File: src/rtl/order_ingress_scheduler_pkg.sv
// ---------------------------------------------------------------------------
// order_ingress_scheduler_pkg
// Shared definitions for the order ingress scheduler and its round-robin
// arbiter: order word width, grant index width, scheduler state encodings
// and the modular index helper used by the arbiter.
// ---------------------------------------------------------------------------
package order_ingress_scheduler_pkg;

    localparam int ORDER_W = 32;   // {Price, IsBuy, ID, Qty}
    localparam int GRANT_W = 3;    // enough for up to 8 requesters

    typedef enum logic [1:0] {
        SCH_IDLE      = 2'd0,
        SCH_SETTLE    = 2'd1,
        SCH_WAIT_IDLE = 2'd2
    } sch_state_t;

    // (ptr + offset) mod n, returned as a grant index
    function automatic logic [GRANT_W-1:0] rr_next_idx(
        input logic [GRANT_W-1:0] ptr,
        input int                 offset,
        input int                 n
    );
        int sum;
        sum = int'(ptr) + offset;
        return GRANT_W'(sum % n);
    endfunction

endpackage

File: src/rtl/order_ingress_scheduler_rr_arbiter.sv
// ---------------------------------------------------------------------------
// order_ingress_scheduler_rr_arbiter (rr_arbiter)
// Purely combinational round-robin arbiter. The search starts at ptr+1 and
// wraps, so the previous winner (ptr) is considered last.
// Ports:
//   i_req        per-requester request
//   i_ptr        index of the previous winner
//   o_grant      one-hot grant (zero when no request)
//   o_grant_idx  index of the granted requester
//   o_any        at least one request present
// ---------------------------------------------------------------------------
module order_ingress_scheduler_rr_arbiter
    import order_ingress_scheduler_pkg::*;
#(
    parameter int NUM_REQ = 2
) (
    input  logic [NUM_REQ-1:0] i_req,
    input  logic [GRANT_W-1:0] i_ptr,
    output logic [NUM_REQ-1:0] o_grant,
    output logic [GRANT_W-1:0] o_grant_idx,
    output logic               o_any
);

    logic [NUM_REQ-1:0] w_grant;
    logic [GRANT_W-1:0] w_idx;
    logic               w_any;
    logic [GRANT_W-1:0] w_cand;
    logic               w_hit;

    // Rotate-and-priority-encode: first request found after ptr wins
    always_comb begin
        w_grant = '0;
        w_idx   = '0;
        w_any   = 1'b0;
        w_cand  = '0;
        w_hit   = 1'b0;
        for (int k = 1; k <= NUM_REQ; k++) begin
            w_cand  = rr_next_idx(i_ptr, k, NUM_REQ);
            w_hit   = (|(i_req & (NUM_REQ'(1) << w_cand))) & ~w_any;
            w_grant = w_hit ? (NUM_REQ'(1) << w_cand) : w_grant;
            w_idx   = w_hit ? w_cand : w_idx;
            w_any   = w_any | w_hit;
        end
    end

    assign o_grant     = w_grant;
    assign o_grant_idx = w_idx;
    assign o_any       = w_any;

endmodule

File: src/rtl/order_ingress_scheduler.sv
// ---------------------------------------------------------------------------
// order_ingress_scheduler
// Shares the single order input of order_book_top between NUM_REQ order
// sources and the book-dump trigger. Orders are granted round-robin, a
// pending dump wins over orders, and every issue is followed by a settle
// window and a wait for engine_busy to drop, so only one operation is ever
// outstanding.
// Ports:
//   i_clk, i_rst        clock, synchronous active-high reset
//   i_req_valid         per-requester order valid
//   i_req_data          per-requester order words, requester i at [32i+31:32i]
//   o_req_ready         per-requester accept (one-hot or zero, combinational)
//   i_dump_req          single-cycle dump request pulse
//   o_dump_done         single-cycle pulse when the dump has completed
//   o_ob_input_valid    order strobe to the book
//   o_ob_input_data     order word to the book
//   o_ob_start_dump     dump strobe to the book
//   i_ob_engine_busy    busy indication from the book
//   o_grant_id          index of the last granted requester (zero-extended)
//   o_orders_issued     running count of issued orders, wraps
// ---------------------------------------------------------------------------
module order_ingress_scheduler
    import order_ingress_scheduler_pkg::*;
#(
    parameter int NUM_REQ       = 2,
    parameter int SETTLE_CYCLES = 2,
    parameter int CNT_W         = 32
) (
    input  logic                       i_clk,
    input  logic                       i_rst,
    input  logic [NUM_REQ-1:0]         i_req_valid,
    input  logic [ORDER_W*NUM_REQ-1:0] i_req_data,
    output logic [NUM_REQ-1:0]         o_req_ready,
    input  logic                       i_dump_req,
    output logic                       o_dump_done,
    output logic                       o_ob_input_valid,
    output logic [ORDER_W-1:0]         o_ob_input_data,
    output logic                       o_ob_start_dump,
    input  logic                       i_ob_engine_busy,
    output logic [GRANT_W-1:0]         o_grant_id,
    output logic [CNT_W-1:0]           o_orders_issued
);

    localparam int              SC_W    = (SETTLE_CYCLES > 1) ? $clog2(SETTLE_CYCLES) : 1;
    localparam logic [SC_W-1:0] SC_LAST = SC_W'(SETTLE_CYCLES - 1);

    sch_state_t         r_state;
    logic [GRANT_W-1:0] r_rr_ptr;
    logic [SC_W-1:0]    r_settle_cnt;
    logic               r_dump_pending;
    logic               r_op_is_dump;
    logic               r_ob_input_valid;
    logic [ORDER_W-1:0] r_ob_input_data;
    logic               r_ob_start_dump;
    logic               r_dump_done;
    logic [GRANT_W-1:0] r_grant_id;
    logic [CNT_W-1:0]   r_orders_issued;

    logic [NUM_REQ-1:0] w_arb_grant;
    logic [GRANT_W-1:0] w_arb_idx;
    logic               w_arb_any;
    logic               w_idle_free;
    logic               w_issue_dump;
    logic               w_accept;
    logic               w_dump_inflight;
    logic [ORDER_W-1:0] w_sel_data;

    order_ingress_scheduler_rr_arbiter #(
        .NUM_REQ (NUM_REQ)
    ) u_rr_arbiter (
        .i_req       (i_req_valid),
        .i_ptr       (r_rr_ptr),
        .o_grant     (w_arb_grant),
        .o_grant_idx (w_arb_idx),
        .o_any       (w_arb_any)
    );

    // A dump already pending or already issued absorbs further dump requests;
    // the in-flight window ends when the scheduler is back in IDLE.
    assign w_idle_free     = (r_state == SCH_IDLE) && !i_ob_engine_busy;
    assign w_issue_dump    = w_idle_free && r_dump_pending;
    assign w_accept        = w_idle_free && !r_dump_pending && w_arb_any;
    assign w_dump_inflight = r_op_is_dump && (r_state != SCH_IDLE);
    assign o_req_ready     = w_accept ? w_arb_grant : '0;

    // Select the winning requester's order word (grant is one-hot)
    always_comb begin
        w_sel_data = '0;
        for (int i = 0; i < NUM_REQ; i++) begin
            w_sel_data = w_sel_data |
                         (i_req_data[i*ORDER_W +: ORDER_W] & {ORDER_W{w_arb_grant[i]}});
        end
    end

    // Scheduler FSM, dump bookkeeping and registered book-side outputs
    always_ff @(posedge i_clk) begin
        if (i_rst) begin
            r_state          <= SCH_IDLE;
            r_rr_ptr         <= '0;
            r_settle_cnt     <= '0;
            r_dump_pending   <= 1'b0;
            r_op_is_dump     <= 1'b0;
            r_ob_input_valid <= 1'b0;
            r_ob_input_data  <= '0;
            r_ob_start_dump  <= 1'b0;
            r_dump_done      <= 1'b0;
            r_grant_id       <= '0;
            r_orders_issued  <= '0;
        end else begin
            r_ob_input_valid <= 1'b0;
            r_ob_start_dump  <= 1'b0;
            r_dump_done      <= 1'b0;

            // A request seen in the same IDLE cycle as an order only becomes
            // pending here, so that order wins and the dump goes next.
            if (w_issue_dump) begin
                r_dump_pending <= 1'b0;
            end else if (i_dump_req && !w_dump_inflight) begin
                r_dump_pending <= 1'b1;
            end else begin
                r_dump_pending <= r_dump_pending;
            end

            case (r_state)
                SCH_IDLE: begin
                    if (w_issue_dump) begin
                        r_ob_start_dump <= 1'b1;
                        r_op_is_dump    <= 1'b1;
                        r_settle_cnt    <= '0;
                        r_state         <= SCH_SETTLE;
                    end else if (w_accept) begin
                        r_ob_input_valid <= 1'b1;
                        r_ob_input_data  <= w_sel_data;
                        r_rr_ptr         <= w_arb_idx;
                        r_grant_id       <= w_arb_idx;
                        r_orders_issued  <= r_orders_issued + CNT_W'(1);
                        r_op_is_dump     <= 1'b0;
                        r_settle_cnt     <= '0;
                        r_state          <= SCH_SETTLE;
                    end else begin
                        r_state <= SCH_IDLE;
                    end
                end
                // engine_busy is not trustworthy until its assert latency has passed
                SCH_SETTLE: begin
                    if (r_settle_cnt == SC_LAST) begin
                        r_settle_cnt <= '0;
                        r_state      <= SCH_WAIT_IDLE;
                    end else begin
                        r_settle_cnt <= r_settle_cnt + SC_W'(1);
                    end
                end
                SCH_WAIT_IDLE: begin
                    if (!i_ob_engine_busy) begin
                        r_dump_done <= r_op_is_dump;
                        r_state     <= SCH_IDLE;
                    end else begin
                        r_state <= SCH_WAIT_IDLE;
                    end
                end
                default: begin
                    r_state <= SCH_IDLE;
                end
            endcase
        end
    end

    assign o_ob_input_valid = r_ob_input_valid;
    assign o_ob_input_data  = r_ob_input_data;
    assign o_ob_start_dump  = r_ob_start_dump;
    assign o_dump_done      = r_dump_done;
    assign o_grant_id       = r_grant_id;
    assign o_orders_issued  = r_orders_issued;

endmodule

File: config.mk
export PLATFORM = sky130hd
export DESIGN_NAME = order_ingress_scheduler
export DESIGN_NICKNAME = d
export VERILOG_FILES = /design/src/rtl/order_ingress_scheduler_pkg.sv /design/src/rtl/order_ingress_scheduler_rr_arbiter.sv /design/src/rtl/order_ingress_scheduler.sv
export SDC_FILE = /design/constraint.sdc
export NUM_CORES = 1
export LEC_CHECK = 0
export CAP_MARGIN = 20
export CORE_AREA = 2 2 86 88
export DETAILED_ROUTE_END_ITERATION = 8
export DIE_AREA = 0 0 88 90
export PLACE_DENSITY = 0.83
export SLEW_MARGIN = 30
export SYNTH_ARGS = -nofsm -noshare
export SYNTH_HDL_FRONTEND = slang
export SYNTH_SLANG_ARGS = --single-unit
File: constraint.sdc
create_clock -name i_clk -period 6.6 [get_ports i_clk]
set_input_delay 1.32 -clock i_clk [delete_from_list [all_inputs] [get_ports i_clk]]
set_output_delay 1.32 -clock i_clk [all_outputs]
set_load 0.02 [all_outputs]
## After elaboration in Yosys (flattened, before gate mapping)

Index checks and enable logic that the tools add are counted.

| storage, ports and cells | value |
|---|---|
| flip-flop bits (word level) | 75 |
| bits in latches | 0 |
| memory bits (writable) | 0 |
| memory bits (read-only) | 0 |
| bits of input ports | 70 |
| output and inout port bits | 72 |
| word-level logic and storage cells | 72 |
| memories | 0 |

| cells by class | value |
|---|---|
| add/subtract/negate cells | 4 |
| $mul | 0 |
| div/mod/pow operators | 0 |
| order comparisons | 0 |
| eq/ne operators | 4 |
| shifts and indexed selects | 2 |
| muxes and demuxes | 17 |
| bitwise logic cells | 13 |
| reduce and logical (&&, ||, !) cells | 22 |

Operator list:

| kind | count |
|---|---|
| 32-bit bitwise AND | 2 |
| 32-bit by 1-bit adder with 32-bit output, second input constant | 1 |
| 32-bit OR | 1 |
| 2-bit two-way mux | 5 |
| 1-bit two-way mux | 8 |
| 2-bit OR reduction | 4 |
| 1-bit logical AND | 6 |
| 3-bit two-way mux | 2 |
| 2-bit one-hot mux with 3 select lines | 1 |
| 2-bit nonzero test | 3 |
| 3-bit OR reduction | 2 |
| 1-bit by 3-bit left shift with 2-bit output, first input constant | 2 |
| 2-bit bitwise AND | 2 |
| 1-bit NOT | 4 |
| 2-bit AND reduction | 2 |
| 1-bit adder, second input constant | 3 |
| 1-bit logical NOT | 3 |
| 3-bit inequality test, second input constant | 1 |
| 3-bit AND reduction | 1 |
| 1-bit bitwise AND, first input constant | 2 |
| 2-bit by 1-bit == test with 1-bit output, second input constant | 1 |
| 2-bit == test, second input constant | 1 |
| 2-bit logical NOT | 1 |
| 2-bit inequality test, second input constant | 1 |
| other kinds (3) | 3 |

## Longest topological paths before layout

Gate-level depths: netlist of run 1.

| logic depth | value |
|---|---|
| word-level depth | 12 |
| mapped depth | 6 |
| depth with buffers taken out | 6 |

## By module

A second synthesis of run 1 with hierarchy kept.

| unflattened totals | value |
|---|---|
| cell total of the unflattened synthesis | 385 |
| area total of the unflattened synthesis | 3289.4 um^2 |

Modules (own cells, without submodules):

| module | instances | cells each | area each (um^2) | sequential area each (um^2) |
|---|---|---|---|---|
| order_ingress_scheduler | 1 | 377 | 3238.1 | 1501.4 |
| order_ingress_scheduler_rr_arbiter | 1 | 8 | 51.3 | 0.0 |

## Least setup slack after synthesis of run 1

OpenSTA, ideal clock, no wires.

| timing path | value |
|---|---|
| path type | in2out |
| start point | in i_ob_engine_busy |
| end point | out o_req_ready[0] |
| arrival time | 2.399 ns |
| slack | 2.881 ns |
| cell stages on the path | 4 |
| path buffers | 1 |
| path through | nor4_1 > nand2_1 > a21oi_1 > clkbuf_1 |

| between the ends | value |
|---|---|
| word-level cells in the longest chain between the ends | 5 |

Ends and longest elaborated chain:

| what | RTL line | source |
|---|---|---|
| start: declaration | order_ingress_scheduler.sv:39 | `input logic i_ob_engine_busy,` |
| 1-bit logical NOT | - |  |
| 1-bit logical AND | order_ingress_scheduler.sv:80 | `assign w_idle_free = (r_state == SCH_IDLE) && !i_ob_engine_busy;` |
| 1-bit logical AND (2 in a row) | order_ingress_scheduler.sv:82 | `assign w_accept = w_idle_free && !r_dump_pending && w_arb_any;` |
| 2-bit two-way mux | order_ingress_scheduler.sv:84 | `assign o_req_ready = w_accept ? w_arb_grant : '0;` |
| end: declaration | order_ingress_scheduler.sv:33 | `output logic [NUM_REQ-1:0] o_req_ready,` |

No other way between the ends.

## Worst setup path after layout of run 1

Same ends and word-level chain as after synthesis.

==> impl_metrics.tcl, run 1 <==
set metrics [dict create \
    avgSynthCellArea_um2 9.16 \
    drv_cap 0 \
    grt_pass1_wl_mm 13.8 \
    antenna_found_initial 0 \
    place_ws_ns 1.68 \
    cts_tree "done" \
    rrSetupSlack_ns 4.32 \
    hold_viol 0 \
    tightest_slew_ns 0.750 \
    critPathKind "input port to output port" \
    setup_ws_ns 1.68 \
    holdBufCountCts 0 \
    total_power_w 0.00103 \
    routedWlPerCell_um 15.5 \
    place_hpwl_mm 6.20 \
    leakage_nw 1.62 \
    nets 527 \
    comb_power_share_pct 16.4 \
    fin_util_pct 66.2 \
    status "finished clean" \
    core.rowCount 31 \
    netlist_top_cells_area "dfxtp_1 (49%), a222oi_1 (11%), nor2_1 (8.1%)" \
    maxSlewViolCount 0 \
    syn_inst 324 \
    drcViolationCount 0 \
    ys_types 36 \
    vias_per_cell 5.43 \
    port_buffers 139 \
    min_period_ns 4.92 \
    synth_edf_count 0 \
    core_um2 7020 \
    crit_arrival_ns 3.60 \
    final_cell_area_um2 4640 \
    cts.repair.resized 0 \
    routed_wirelength_mm 8.68 \
    internal_power_w 0.000773 \
    p_switching_w 0.000253 \
    ys_ff_latch 73 \
    drive_gt1_share_pct 5.86 \
    htreeDepth 3 \
    gp_congestion 0.812 \
    synth_commonest_cells "dfxtp_1 (73), nor2_1 (64), a222oi_1 (32)" \
    netlist_area_um2 2970 \
    yosys.area.top_type_share_pct 49.2 \
    clock_sinks 73 \
    cp-endpoint "o_req_ready[0]" \
    num_vias 3039 \
    yosysWarnings 0 \
    die_w_um 88 \
    worst-r2r-cell-count 5 \
    grt_start_max_net_pins 74 \
    min_path_type "flop to flop" \
    timing.rr.end "o_orders_issued[31]" \
    rsz0062_at_grt "no" \
    async_reset_ff_share_pct 0 \
    powerDensity_nw_per_um2 221 \
    antenna_cells 0 \
    syn2layout_area_growth_pct 56.4 \
    overflow 0 \
    crit_start "i_ob_engine_busy" \
    vdd_ir_drop_max_mv 0.128 \
    postCtsSetupBuffers 0 \
    clkPwrFrac_pct 37.4 \
    track_usage_pct 22.0 \
    yosysSeqAreaShare_pct 49.2 \
    clkLatencyLatePin_ns 0.34 \
    clock_skew_ns 0.00570 \
    reg2reg_from "r_state[0]" \
    max_slew_margin_pct 49.3 \
    swShare_pct 24.6 \
    finalCritPeriodShare_pct 74.5 \
    endpoint_kind "output port" \
    synthFlopType "dfxtp_1" \
    setup_viol_count_final 0 \
    synth_most_common_cell "dfxtp_1" \
    dr.pass1.iters 8 \
    yosysTopAreaCell "dfxtp_1" \
    startpoint_type "input port" \
    clockRootBuffer "clkbuf_8" \
    dpl_cell_area_um2 4420 \
    cp_data_required_time_ns 5.28 \
    crit_fanout 33 \
    num_io_pins 142 \
    tns_ns 0 \
    ant_nets 0 \
    clkSlewWorstSetupHoldPaths_ns 0.07 \
    seq_power_share_pct 46.2 \
    clk_path_buf_depth 2 \
    first_iter_violations 224 \
    cts_buffers 9 \
    die_area_um2 7920 \
    fmax_ghz 0.203 \
    grt_pass1_vias 2986 \
    start_util_pct 42.3 \
    die_y_um 90 \
]
## power by group through the flow
stage / combinational [W] / clock (W) / sequential [W]
CTS: 0.000169 / 0.000394 / 0.000474
finish: 0.000168 / 0.000383 / 0.000474
global route: 0.000179 / 0.000412 / 0.000476
detailed placement: 0.000168 / 0 / 0.000483
floorplan: 0.0000598 / 0 / 0.000501
global placement: 0.000164 / 0 / 0.000483
## worst min-delay path by stage
stage	start	to	cells past startpoint	slack, ns
6_report	r_op_is_dump	o_dump_done	2	0.48
5_1_grt	r_settle_cnt	r_settle_cnt	2	0.51
4_1_cts	r_op_is_dump	o_dump_done	2	0.47
3_5_place_dp	r_op_is_dump	o_dump_done	2	0.46
3_3_place_gp	r_op_is_dump	o_dump_done	2	0.45
2_1_floorplan	r_op_is_dump	o_dump_done	2	0.43
## metrics by stage
step | hold slack, ns | cells
6_report | 0.477 | 560
5_1_grt | 0.505 | 560
4_1_cts | 0.474 | 560
3_5_place_dp | 0.458 | 544
3_3_place_gp | 0.448 | 544
2_1_floorplan | 0.425 | 325
## cell families (layout without fill, tap and decap cells)
kind of cell             after synthesis  in the layout  share of synthesized area, %
buffers and inverters                 26            162                          3.79
other                                  1              2                         0.126
XOR/XNOR                              23             23                          6.78
AND/OR/NAND/NOR                      139            139                          23.5
multiplexers                           1              1                         0.379
flip-flops                            73             73                          49.2
adder cells (fa/ha/maj)                1              1                         0.421
AO/OA/AOI/OAI                         60             60                          15.8
## sequential cells by signal, summed over array words and instances, names as in the netlist
name,cells
o_orders_issued,32
o_ob_input_data,32
o_grant_id,1
r_settle_cnt,1
o_dump_done,1
o_ob_input_valid,1
o_ob_start_dump,1
r_state,2
r_dump_pending,1
r_op_is_dump,1
## area by class of cell
type / instances / area, µm²
Clock buffer: 12 / 145
Clock inverter: 4 / 76.3
Fill cell: 591 / 2380
Inverter: 3 / 11.3
Multi-Input combinational cell: 226 / 1410
Sequential cell: 73 / 1460
Tap cell: 99 / 124
Timing Repair Buffer: 143 / 1420
## per-layer routing
metal	vias to the layer above	wire, µm	global-route usage, %
met5	-	0	0
met4	0	137	9.10
met3	13	723	7.07
met2	128	4270	36.4
met1	1437	3540	25.8
li1	1461	-	-
## cell usage in the layout (no fill, tap or decap), drive strengths merged, types with 2 or more instances in the layout
cell type,n
dfxtp,73
o21ai,9
clkbuf,12
nor2,64
xor2,17
bufinv,2
and4,4
clkdlybuf4s50,138
conb,2
nand2,20
and3,4
or3,7
nor4b,2
nand3,14
a222oi,32
nor4,5
inv,3
or4,2
xnor2,6
nand4,9
nor3,3
a21oi,16
buf,5
## critical path: stages
cell and delay [ns]:
clkdlybuf4s50_1 0.49, nor4_1 0.46, nand2_1 0.18, a21oi_2 0.13, buf_4 0.34, clkdlybuf4s50_1 0.67
Note: power is estimated with default switching activity, not from simulation.
==> run 2, diff against run 1 <==
--- a/config.mk
+++ b/config.mk
@@ -6,10 +6,10 @@
 export NUM_CORES = 1
 export LEC_CHECK = 0
 export CAP_MARGIN = 20
-export CORE_AREA = 2 2 86 88
+export CORE_AREA = 2 2 89 91
 export DETAILED_ROUTE_END_ITERATION = 8
-export DIE_AREA = 0 0 88 90
-export PLACE_DENSITY = 0.83
+export DIE_AREA = 0 0 91 93
+export PLACE_DENSITY = 0.78
 export SLEW_MARGIN = 30
 export SYNTH_ARGS = -nofsm -noshare
 export SYNTH_HDL_FRONTEND = slang
==> constraint.sdc (replaced) <==
create_clock -name i_clk -period 4.84 [get_ports i_clk]
set_input_delay 0.968 -clock i_clk [delete_from_list [all_inputs] [get_ports i_clk]]
set_output_delay 0.968 -clock i_clk [all_outputs]
set_load 0.02 [all_outputs]
==> impl_metrics.tcl, run 2 (synthesis results as in run 1) <==
set metrics [dict create \
    setup_viol_count_final 0 \
    hold_path_depth 2 \
    dr.pass1.iters 6 \
    worst-r2r-cell-count 5 \
    grt_pass1_vias 2979 \
    cts_buffers 9 \
    htreeDepth 3 \
    powerDensity_nw_per_um2 303 \
    min_path_type "flop to flop" \
    core.rowCount 32 \
    clkLatencyLatePin_ns 0.33 \
    holdBufCountCts 0 \
    clockRootBuffer "clkbuf_8" \
    dpl_cell_area_um2 4430 \
    vdd_ir_drop_max_mv 0.156 \
    cts_tree "done" \
    clkSlewWorstSetupHoldPaths_ns 0.07 \
    grt-busiest-layer "met2" \
    port_buffers 139 \
    die_area_um2 8460 \
    drv_cap 0 \
    grt_use_met1_pct 23.0 \
    grt_pass1_wl_mm 14.2 \
    status "finished clean" \
    clock_skew_ns 0.0111 \
    final_cell_area_um2 4660 \
    ant_nets 0 \
    overflow 0 \
    core_um2 7530 \
    critPathKind "input port to output port" \
    antenna_found_initial 0 \
    cts.repair.resized 0 \
    vias_per_cell 5.41 \
    mostFrequentLayoutCells "clkdlybuf4s50_1 (138), dfxtp_1 (73), nor2_1 (64), a222oi_1 (32), nand2_1 (20)" \
    first_iter_violations 214 \
    startpoint_type "input port" \
    antenna_cells 0 \
    die_w_um 91 \
    postCtsSetupBuffers 0 \
    track_usage_pct 20.5 \
    finalCritPeriodShare_pct 83.6 \
    met3_usage_pct 7.49 \
    final_common_cell "clkdlybuf4s50_1" \
    rsz0062_at_grt "no" \
    cp_data_required_time_ns 3.87 \
    routed_wirelength_mm 8.78 \
    use_met2_pct 36.2 \
    fmax_ghz 0.247 \
    hold_viol 0 \
    hold-worst-slack_ns 0.462 \
    max_slew_margin_pct 46.1 \
    start_util_pct 39.4 \
    tns_ns 0 \
    nets 527 \
    die_y_um 93 \
    clk_path_buf_depth 2 \
    drive_gt1_share_pct 6.29 \
    clock_sinks 73 \
    num_io_pins 142 \
    routedWlPerCell_um 15.6 \
    maxSlewViolCount 0 \
    min_period_ns 4.05 \
    leakage_nw 1.62 \
    tightest_slew_ns 0.801 \
    grt_start_max_net_pins 74 \
    gp_congestion 0.812 \
    syn2layout_area_growth_pct 56.8 \
    drcViolationCount 0 \
    crit_fanout 5 \
    place_hpwl_mm 6.23 \
    crit_arrival_ns 3.08 \
    endpoint_kind "output port" \
    num_vias 3047 \
]
## run 2: critical path: stages
cell and delay (ns):
clkdlybuf4s50_1 0.48, nor4_1 0.64, nand2_1 0.19, a21oi_2 0.18, clkdlybuf4s50_1 0.62
## run 2: final timing paths
path | from | to | slack [ns]
setup reg to reg | r_state[0] | o_ob_input_data[12] | 2.44
hold reg to reg | r_op_is_dump | o_dump_done | 0.46
hold / removal | r_op_is_dump | o_dump_done | 0.46
setup / recovery | i_ob_engine_busy | o_req_ready[0] | 0.79
## run 2: stage by stage
stage / setup slack (ns) / cells / util [%] / total power (W)
3_3_place_gp: 0.859 / 547 / 58.8 / 0.000883
4_1_cts: 0.815 / 563 / 61.9 / 0.00143
3_5_place_dp: 0.819 / 547 / 58.8 / 0.000888
5_1_grt: 0.688 / 563 / 61.9 / 0.00147
6_report: 0.792 / 563 / 61.9 / 0.00141
2_1_floorplan: 1.83 / 325 / - / 0.000764
## run 2: cell type report
class	count	area, µm²
sequential	73	1460
clock inverter	6	91.3
clock buffer	10	138
tap	102	128
multi-input combinational	226	1410
fill	698	2870
timing repair buffer	143	1420
inverter	3	11.3
## run 2: power by group
group          switching, W  internal, W
sequential        0.0000193     0.000626
combinational      0.000108     0.000122
clock              0.000231     0.000305
## run 2: routing by layer
metal	wire length, µm	share of wire (%)	vias up
li1	-	-	1456
met1	3490	40	1452
met2	4310	49	129
met3	873	9.9	10
met4	110	1.3	0
met5	0	0	-
